===== config.mk =====
export PLATFORM = sky130hd
export DESIGN_NAME = rom_note_sequencer
export DESIGN_NICKNAME = d
export VERILOG_FILES = /design/src/rtl/rom_note_sequencer.sv
export SDC_FILE = /design/constraint.sdc
export NUM_CORES = 1
export LEC_CHECK = 0
export ABC_AREA = 1
export CELL_PAD_IN_SITES_DETAIL_PLACEMENT = 0
export CELL_PAD_IN_SITES_GLOBAL_PLACEMENT = 1
export CORE_AREA = 2 2 80 112
export CTS_BUF_LIST = sky130_fd_sc_hd__clkbuf_8
export DETAILED_ROUTE_END_ITERATION = 8
export DIE_AREA = 0 0 82 114
export MAX_ROUTING_LAYER = met4
export PLACE_DENSITY_LB_ADDON = 0.05
export SYNTH_ARGS = -nofsm -noshare
export SYNTH_HDL_FRONTEND = slang
export SYNTH_SLANG_ARGS = --single-unit

===== constraint.sdc =====
create_clock -name clk -period 1.8 [get_ports clk]
set_input_delay 0.36 -clock clk [delete_from_list [all_inputs] [get_ports clk]]
set_output_delay 0.36 -clock clk [all_outputs]
set_load 0.005 [all_outputs]

===== src/rtl/rom_note_sequencer.sv =====
// Walks a two-byte-per-entry score (note, beats) in a 1-cycle-latency ROM and presents the playing note.
// 4-cycle fetch gap between notes; no backpressure, pause_i freezes beat timing and stop_i aborts at once.
module rom_note_sequencer #(
    parameter int ADDR_WIDTH = 8,
    parameter int DATA_WIDTH = 8,
    parameter int BEAT_DIV   = 1000
) (
    input  logic                  clk,
    input  logic                  rst_n,
    input  logic                  start_i,
    input  logic                  stop_i,
    input  logic                  pause_i,
    input  logic                  loop_i,
    input  logic [ADDR_WIDTH-1:0] start_addr_i,
    output logic [ADDR_WIDTH-1:0] rom_addr_o,
    input  logic [DATA_WIDTH-1:0] rom_data_i,
    output logic [DATA_WIDTH-1:0] note_o,
    output logic                  note_valid_o,
    output logic                  busy_o,
    output logic                  done_o
);
    localparam int PW = (BEAT_DIV > 1) ? $clog2(BEAT_DIV) : 1;
    localparam logic [PW-1:0] PRESC_MAX = PW'(BEAT_DIV - 1);
    localparam logic [DATA_WIDTH-1:0] END_MARK = '1;

    typedef enum logic [2:0] {
        IDLE,
        FN,
        LN,
        FD,
        LD,
        PLAY
    } state_t;

    state_t                state;
    logic [ADDR_WIDTH-1:0] ptr;
    logic [ADDR_WIDTH-1:0] base;
    logic [DATA_WIDTH-1:0] dur;
    logic [PW-1:0]         presc;

    assign rom_addr_o = ptr;

    always_ff @(posedge clk or negedge rst_n) begin
        if (!rst_n) begin
            state        <= IDLE;
            ptr          <= '0;
            base         <= '0;
            dur          <= '0;
            presc        <= '0;
            note_o       <= '0;
            note_valid_o <= 1'b0;
            busy_o       <= 1'b0;
            done_o       <= 1'b0;
        end else begin
            done_o <= 1'b0;
            if (stop_i) begin
                // pointer is left where it was so a debugger can see where playback stopped
                state        <= IDLE;
                note_valid_o <= 1'b0;
                busy_o       <= 1'b0;
            end else begin
                case (state)
                    IDLE: begin
                        if (start_i) begin
                            ptr    <= start_addr_i;
                            base   <= start_addr_i;
                            busy_o <= 1'b1;
                            state  <= FN;
                        end
                    end
                    FN: state <= LN;
                    LN: begin
                        if (rom_data_i == END_MARK) begin
                            if (loop_i) begin
                                ptr   <= base;
                                state <= FN;
                            end else begin
                                busy_o <= 1'b0;
                                done_o <= 1'b1;
                                state  <= IDLE;
                            end
                        end else begin
                            note_o <= rom_data_i;
                            ptr    <= ptr + ADDR_WIDTH'(1);
                            state  <= FD;
                        end
                    end
                    FD: state <= LD;
                    LD: begin
                        dur          <= (rom_data_i == '0) ? DATA_WIDTH'(1) : rom_data_i;
                        ptr          <= ptr + ADDR_WIDTH'(1);
                        presc        <= '0;
                        note_valid_o <= 1'b1;
                        state        <= PLAY;
                    end
                    PLAY: begin
                        if (!pause_i) begin
                            if (presc == PRESC_MAX) begin
                                presc <= '0;
                                dur   <= dur - DATA_WIDTH'(1);
                                if (dur == DATA_WIDTH'(1)) begin
                                    note_valid_o <= 1'b0;
                                    state        <= FN;
                                end
                            end else begin
                                presc <= presc + PW'(1);
                            end
                        end
                    end
                    default: state <= IDLE;
                endcase
            end
        end
    end
endmodule

# After elaboration in Yosys (flattened, before gate mapping)
# Index checks and enable logic that the tools add are counted.
[totals]
regBits = 48
inputBits = 22
word_cells = 79
[classes]
n_addsub = 3
eq_ne = 18
muxes = 33
bitwise = 2
n_reduce_logical = 14
[op_table]
columns = ["cell", "count"]
rows = [
  ["8-bit two-way mux", 6],
  ["8-bit case mux with 3 select lines", 1],
  ["3-bit != test (second input constant)", 7],
  ["10-bit two-way mux", 2],
  ["10-bit case mux with 2 select lines", 1],
  ["4-bit AND reduction", 5],
  ["3-bit two-way mux", 6],
  ["3-bit case mux with 6 select lines", 1],
  ["8-bit case mux with 2 select lines", 1],
  ["1-bit two-way mux", 13],
  ["10-bit by 1-bit adder with 10-bit output (second input constant)", 1],
  ["10-bit equality test (second input constant)", 1],
  ["3-bit AND reduction", 3],
  ["3-bit nonzero test", 3],
  ["8-bit by 1-bit adder with 8-bit output (second input constant)", 1],
  ["8-bit by 1-bit equality test with 1-bit output (second input constant)", 1],
  ["8-bit equality test (second input constant)", 1],
  ["8-bit zero test", 1],
  ["8-bit by 1-bit subtractor with 8-bit output (second input constant)", 1],
  ["3-bit by 2-bit equality test with 1-bit output (second input constant)", 2],
  ["3-bit equality test (second input constant)", 2],
  ["2-bit != test (second input constant)", 3],
  ["1-bit case mux with 2 select lines", 2],
  ["3-bit by 1-bit equality test with 1-bit output (second input constant)", 1],
  ["3 further kinds", 4],
]

# Depth between registers and ports, before layout
# Gate-level depths: netlist of run 1.
[logic_depth]
depth_word = 6
mapped_depth = 11
ltp_nobuf = 11

# Worst setup path before layout of run 1
# No wires, ideal clock.
[synth_timing]
path_type = "flip-flop to flip-flop"
start = "reg presc[0]"
end = "reg presc[6]"
t_arrival_ns = 1.314
required_ns = 1.737
path_slack_ns = 0.424
path_stages_with_launch = 9
n_path_buf = 0
synth_period_minus_slack_ns = 1.376
path_cell_list = "dfrtp_1 > ha_1 > nand2_1 > nor3_1 > a21oi_1 > o21ai_0 > nand2_1 > nand2_1 > inv_1"
[synth_via]
elab_chain_cells = 4
elab_cells_between_ends = 5
classes_between = "add/sub: 1; eq/ne: 1; mux: 3"
[synth_rtl]
columns = ["element", "line", "text"]
rows = [
  ["start, declared", "39", "logic [PW-1:0] presc;"],
  ["start signal, assigned", "106", "presc <= presc + PW'(1);"],
  ["10-bit by 1-bit adder with 10-bit output or 10-bit equality test (tied branches)", "106, 98", ""],
  ["10-bit two-way mux *", "98", "if (presc == PRESC_MAX) begin"],
  ["10-bit two-way mux *", "97", "if (!pause_i) begin"],
  ["10-bit case mux with 2 select lines *", "62", "case (state)"],
]
# Mark *: on every way between the ends. The rest lies on a longest branch, timed or not. The select of a mux whose other input is x is not followed.
# A chain may end at the register's enable or synchronous reset.

# Worst setup path in the final report of run 1
[layout_timing]
start = "reg ptr[5] (netlist: rom_addr_o[5])"
end = "out rom_addr_o[5]"
[layout_rtl]
columns = ["element", "line", "text"]
rows = [
  ["start, declared", "36", "logic [ADDR_WIDTH-1:0] ptr;"],
  ["start signal, assigned", "65", "ptr <= start_addr_i;"],
  ["start signal, assigned", "75", "ptr <= base;"],
  ["start signal, assigned", "84", "ptr <= ptr + ADDR_WIDTH'(1);"],
  ["end, declared", "15", "output logic [ADDR_WIDTH-1:0] rom_addr_o,"],
]
# No word-level cell between the ends.

==> report_table.html, run 1 <==
<table>
<tr><th>Metric</th><th>Value</th></tr>
<tr><th colspan="2">Status</th></tr>
<tr><td>Result of the run</td><td>completed</td></tr>
<tr><th colspan="2">Clocking</th></tr>
<tr><td>Clock tree from TritonCTS</td><td>yes</td></tr>
<tr><td>Max H-tree Level</td><td>2</td></tr>
<tr><td>Clock root cell</td><td>sky130_fd_sc_hd__clkbuf_8</td></tr>
<tr><td>Post-CTS Setup Repair Bufs</td><td>0</td></tr>
<tr><td>Sinks on the clock net</td><td>48</td></tr>
<tr><td>Clock-pin slew on the worst setup and hold paths</td><td>0.10 ns</td></tr>
<tr><td>TritonCTS Buffers</td><td>5</td></tr>
<tr><td>Maximum buffer depth of the clock tree</td><td>2</td></tr>
<tr><td>Clock Latency Late Sink</td><td>0.32 ns</td></tr>
<tr><th colspan="2">Setup path</th></tr>
<tr><td>Kind of end point of the critical path</td><td>output port</td></tr>
<tr><td>Cells along the critical path</td><td>clkdlybuf4s50_1</td></tr>
<tr><td>Buf+Inv Stages, Crit Path</td><td>1</td></tr>
<tr><td>Largest delay contributor family on the critical path</td><td>buffers and inverters</td></tr>
<tr><td>Maximum fanout along the worst path</td><td>7</td></tr>
<tr><td>Kind of start point of the critical path</td><td>flop</td></tr>
<tr><td>Crit-path max cell delay</td><td>0.55 ns</td></tr>
<tr><td>Cell with the largest stage delay on the worst path</td><td>sky130_fd_sc_hd__clkdlybuf4s50_1</td></tr>
<tr><td>Endpoint arrival time on the critical path</td><td>roughly 1.3 ns</td></tr>
<tr><td>CP Data Required Time</td><td>1.44 ns</td></tr>
<tr><td>Kind of critical path</td><td>reg2out</td></tr>
<tr><th colspan="2">Timing</th></tr>
<tr><td>Final setup violating endpoints</td><td>0</td></tr>
<tr><td>Setup repair after global routing missed its margin</td><td>false</td></tr>
<tr><td>Transition time at the pin with the least slew margin</td><td>0.3048 ns</td></tr>
<tr><td>Total Neg Setup Slack</td><td>0 ns</td></tr>
<tr><td>Final worst setup slack</td><td>0.1156 ns</td></tr>
<tr><td>Max Fclk</td><td>0.5937 GHz</td></tr>
<tr><td>Crit path time final</td><td>1.684 ns</td></tr>
<tr><td>Clk_skew</td><td>0.005804 ns</td></tr>
<tr><td>Worst max-slew margin expressed relative to the limit</td><td>around four fifths</td></tr>
<tr><td>Max Transition Viols Final</td><td>0</td></tr>
<tr><td>Hold violation count in the final report</td><td>0</td></tr>
<tr><td>Share of the clock period used by the worst path after layout</td><td>93.58%</td></tr>
<tr><th colspan="2">Logic synthesis</th></tr>
<tr><td>Yosys synthesis warning count</td><td>0</td></tr>
<tr><td>Area share of the leading cell type in the synthesized netlist</td><td>42.14%</td></tr>
<tr><td>Adder-cell area share of the yosys netlist</td><td>1.756%</td></tr>
<tr><td>Commonest register cell after synthesis</td><td>sky130_fd_sc_hd__dfrtp_1</td></tr>
<tr><td>Top cell type by total area after synthesis</td><td>sky130_fd_sc_hd__dfrtp_1</td></tr>
<tr><td>Dominant combinational cell family by area after synthesis</td><td>simple AND/OR/NAND/NOR gates</td></tr>
<tr><td>Complex-gate fraction of the synthesized area</td><td>10.67%</td></tr>
<tr><td>Fraction of synthesized area in multiplexers</td><td>1.580%</td></tr>
<tr><td>Sequential element share of the synthesized area</td><td>42.14%</td></tr>
<tr><td>Combined area of all synthesized cells</td><td>2850 um^2</td></tr>
<tr><td>Post-synthesis simple-gate area fraction</td><td>34.81%</td></tr>
<tr><td>Leading post-synthesis cells by cell area</td><td>sky130_fd_sc_hd__dfrtp_1 42%, sky130_fd_sc_hd__nand2_1 18%, sky130_fd_sc_hd__inv_1 6.6%</td></tr>
<tr><td>Synth unique cells</td><td>36</td></tr>
<tr><td>Most common cell in the netlist</td><td>sky130_fd_sc_hd__nand2_1</td></tr>
<tr><td>Number of flip-flops and latches in the synthesized netlist</td><td>48</td></tr>
<tr><td>Number of enable-type register cells in the synthesized netlist</td><td>0</td></tr>
<tr><td>Synth top cells by count</td><td>135 x sky130_fd_sc_hd__nand2_1, 50 x sky130_fd_sc_hd__inv_1, 48 x sky130_fd_sc_hd__dfrtp_1, 31 x sky130_fd_sc_hd__nor2_1, 28 x sky130_fd_sc_hd__nand3_1</td></tr>
<tr><td>Net Count, Synth</td><td>~420</td></tr>
<tr><td>XOR/XNOR share of the synthesized area</td><td>0%</td></tr>
<tr><td>Fraction of registers with async set or reset after synthesis</td><td>100.0%</td></tr>
<tr><td>Synthesized netlist cell count</td><td>392</td></tr>
<tr><td>Post-Syn Area per Cell</td><td>a little over 7 um^2</td></tr>
<tr><th colspan="2">Floorplanning</th></tr>
<tr><td>Die X-Extent</td><td>82 um</td></tr>
<tr><td>Chip height</td><td>114 um</td></tr>
<tr><td>Number of rows in the core area</td><td>40</td></tr>
<tr><td>Floorplan die area</td><td>between 9000 and 10,000 um^2</td></tr>
<tr><td>Number of ports placed on the die boundary</td><td>41</td></tr>
<tr><td>Starting density of the core</td><td>33.90%</td></tr>
<tr><td>Core area</td><td>about 8400 um^2</td></tr>
<tr><th colspan="2">Global route</th></tr>
<tr><td>Maximum number of pins on one net before global-route repair</td><td>49</td></tr>
<tr><td>Remaining global-route overflow</td><td>0</td></tr>
<tr><td>GR Util All Layers</td><td>roughly a fifth</td></tr>
<tr><td>Initial antenna violation count</td><td>0</td></tr>
<tr><td>Number of global-route vias before repair</td><td>2,587</td></tr>
<tr><td>Wire length of the first global-routing pass</td><td>12,700 um</td></tr>
<tr><th colspan="2">Pwr</th></tr>
<tr><td>Logic gate share of total power</td><td>around 40%</td></tr>
<tr><td>Leakage power total</td><td>1.825 nW</td></tr>
<tr><td>Clock network fraction of total power</td><td>17.0%</td></tr>
<tr><td>PwrDens</td><td>1168 nW/um^2</td></tr>
<tr><td>Overall power consumption</td><td>roughly 0.0042 W</td></tr>
<tr><td>NetSw</td><td>0.001630 W</td></tr>
<tr><td>Total internal power</td><td>0.002592 W</td></tr>
<tr><td>Worst IR drop on VDD</td><td>0.4605 mV</td></tr>
<tr><td>Switch share</td><td>between 30% and 40%</td></tr>
<tr><td>Register share of total power</td><td>43.0%</td></tr>
<tr><th colspan="2">Detailed routing</th></tr>
<tr><td>Post-detailed-routing wire length</td><td>7718 um</td></tr>
<tr><td>Post-detailed-route wirelength per cell</td><td>13.76 um</td></tr>
<tr><td>Number of DRC markers in iteration 0</td><td>87</td></tr>
<tr><td>Detailed-router iteration count before antenna repair</td><td>4</td></tr>
<tr><td>Mean number of vias per cell</td><td>4.724</td></tr>
<tr><td>Total DRC errors in the routed layout</td><td>0</td></tr>
<tr><td>Antenna Nets Post-Route</td><td>0</td></tr>
<tr><td>Count of vias placed by the detailed router</td><td>2,650</td></tr>
<tr><th colspan="2">Placed design</th></tr>
<tr><td>Count of input and output buffers</td><td>40</td></tr>
<tr><td>Last weighted congestion value of the routability-driven placer</td><td>0.8167</td></tr>
<tr><td>HPWL Detailed</td><td>5903 um</td></tr>
<tr><td>Worst-case setup slack after placement</td><td>-0.1402 ns</td></tr>
<tr><th colspan="2">Layout</th></tr>
<tr><td>NumNets Final</td><td>481</td></tr>
<tr><td>Number of diodes</td><td>0</td></tr>
<tr><td>Layout cells sized above 1</td><td>12.06%</td></tr>
<tr><td>Area growth syn-to-layout</td><td>26.78%</td></tr>
<tr><th colspan="2">Worst hold path</th></tr>
<tr><td>Class of the tightest hold or removal check</td><td>in2async</td></tr>
<tr><th colspan="2">Flow run</th></tr>
<tr><td>Max-cap violations</td><td>0</td></tr>
</table>
placed cells by master, fill, tap and decap left out, types with 2 or more instances in the layout:
cell and instances:
sky130_fd_sc_hd__inv_2 4, sky130_fd_sc_hd__nand3_1 28, sky130_fd_sc_hd__nor2_1 30, sky130_fd_sc_hd__clkdlybuf4s50_1 39, sky130_fd_sc_hd__a21oi_2 2, sky130_fd_sc_hd__mux2_1 2, sky130_fd_sc_hd__or2_2 2, sky130_fd_sc_hd__clkbuf_8 6
sky130_fd_sc_hd__a21oi_1 10, sky130_fd_sc_hd__o21ai_1 9, sky130_fd_sc_hd__nand2_2 3, sky130_fd_sc_hd__nand3_2 4, sky130_fd_sc_hd__o22ai_1 2, sky130_fd_sc_hd__o21ai_0 25, sky130_fd_sc_hd__nand2_4 2, sky130_fd_sc_hd__nand4_1 5
sky130_fd_sc_hd__o21bai_1 2, sky130_fd_sc_hd__nand2_1 135, sky130_fd_sc_hd__ha_1 4, sky130_fd_sc_hd__buf_12 2, sky130_fd_sc_hd__mux2_2 2, sky130_fd_sc_hd__nand3b_1 3, sky130_fd_sc_hd__buf_4 18, sky130_fd_sc_hd__dfrtp_1 48
sky130_fd_sc_hd__nor2_2 2, sky130_fd_sc_hd__nor3_1 3, sky130_fd_sc_hd__inv_1 51
power by group through the flow:
stage | combinational [W] | sequential (W) | clock (W)
floorplan | 0.000977 | 0.00178 | 0
global placement | 0.00170 | 0.00183 | 0
detailed placement | 0.00171 | 0.00184 | 0
CTS | 0.00171 | 0.00182 | 0.000752
global route | 0.00196 | 0.00188 | 0.000790
finish | 0.00169 | 0.00181 | 0.000717
area by class of cell:
type / count / area (um^2)
well taps: 105 / 131.4
clock buffers: 6 / 82.58
clock inverters: 2 / 11.26
inverters: 56 / 222.7
flip-flops and latches: 48 / 1201
multi-input cells: 284 / 1394
fillers: 883 / 4795
repair buffers: 60 / 570.5
sequential cells by signal, indices dropped and copies added (netlist names):
register / count
presc: 10
base: 8
dur: 8
note_o: 8
rom_addr_o: 8
state: 3
busy_o: 1
done_o: 1
note_valid_o: 1
path summary, 6_finish.rpt:
path                                        endpoint                 startpoint  slack [ns]  cells past startpoint
setup / recovery                       rom_addr_o[5]  rom_addr_o[5]$_DFFE_PN0P_        0.12                      1
hold / removal                 note_o[3]$_DFFE_PN0P_                      rst_n        0.02                      2
setup reg to reg           rom_addr_o[4]$_DFFE_PN0P_       state[0]$_DFFE_PN0P_        0.19                      8
hold reg to reg                 presc[7]$_DFFE_PN0P_       presc[7]$_DFFE_PN0P_        0.50                      2
max in group asynchronous  rom_addr_o[7]$_DFFE_PN0P_                      rst_n        1.55                      2
min in group clk                presc[7]$_DFFE_PN0P_       presc[7]$_DFFE_PN0P_        0.50                      2
through the flow:
stage / instance area (um^2) / util, % / std cells / hold slack (ns)
global route: 3613 / 42.98 / 561 / 0.02457
detailed placement: 3517 / 41.83 / 553 / 0.3744
global placement: 3517 / 41.83 / 553 / 0.3797
floorplan: 2850 / - / 392 / 0.06441
CTS: 3611 / 42.95 / 561 / 0.02119
finish: 3613 / 42.98 / 561 / 0.02082
cells by family after synthesis:
group	Yosys count
AND/OR/NAND/NOR	221
buffers and inverters	60
AO/OA/AOI/OAI	55
flip-flops	48
multiplexers	4
adder cells (fa/ha/maj)	4
layer usage:
metal  GRT usage, %  wire length, um  up-vias  part of all wire, %
li1               -                -     1372                    -
met1          20.69             3205     1232                   42
met2          33.39             4080       36                   53
met3          3.639              238       10                  3.1
met4          6.889              194        0                  2.5
met5              -                0        -                    0
what timing repair did:
item / CTS / global route
resized for setup: 0 / 1
setup endpoints to repair: 0 / 1
hold buffers: 0 / 0
(Power assumes the default switching activity.)
==> inputs of run 2 (changes only) <==
--- a/config.mk
+++ b/config.mk
@@ -6,6 +6,7 @@
 export NUM_CORES = 1
 export LEC_CHECK = 0
 export ABC_AREA = 1
+export ABC_CLOCK_PERIOD_IN_PS = 1800
 export CELL_PAD_IN_SITES_DETAIL_PLACEMENT = 0
 export CELL_PAD_IN_SITES_GLOBAL_PLACEMENT = 1
 export CORE_AREA = 2 2 80 112
==> results of run 2 <==
No change in the layout: final DEF, timing and power equal those of run 1.
==> inputs of run 3 (changes only) <==
--- a/config.mk
+++ b/config.mk
@@ -15,6 +15,7 @@
 export DIE_AREA = 0 0 82 114
 export MAX_ROUTING_LAYER = met4
 export PLACE_DENSITY_LB_ADDON = 0.05
+export SKIP_CTS_REPAIR_TIMING = 1
 export SYNTH_ARGS = -nofsm -noshare
 export SYNTH_HDL_FRONTEND = slang
 export SYNTH_SLANG_ARGS = --single-unit
==> results of run 3 <==
No change in the layout: final DEF, timing and power equal those of run 1.
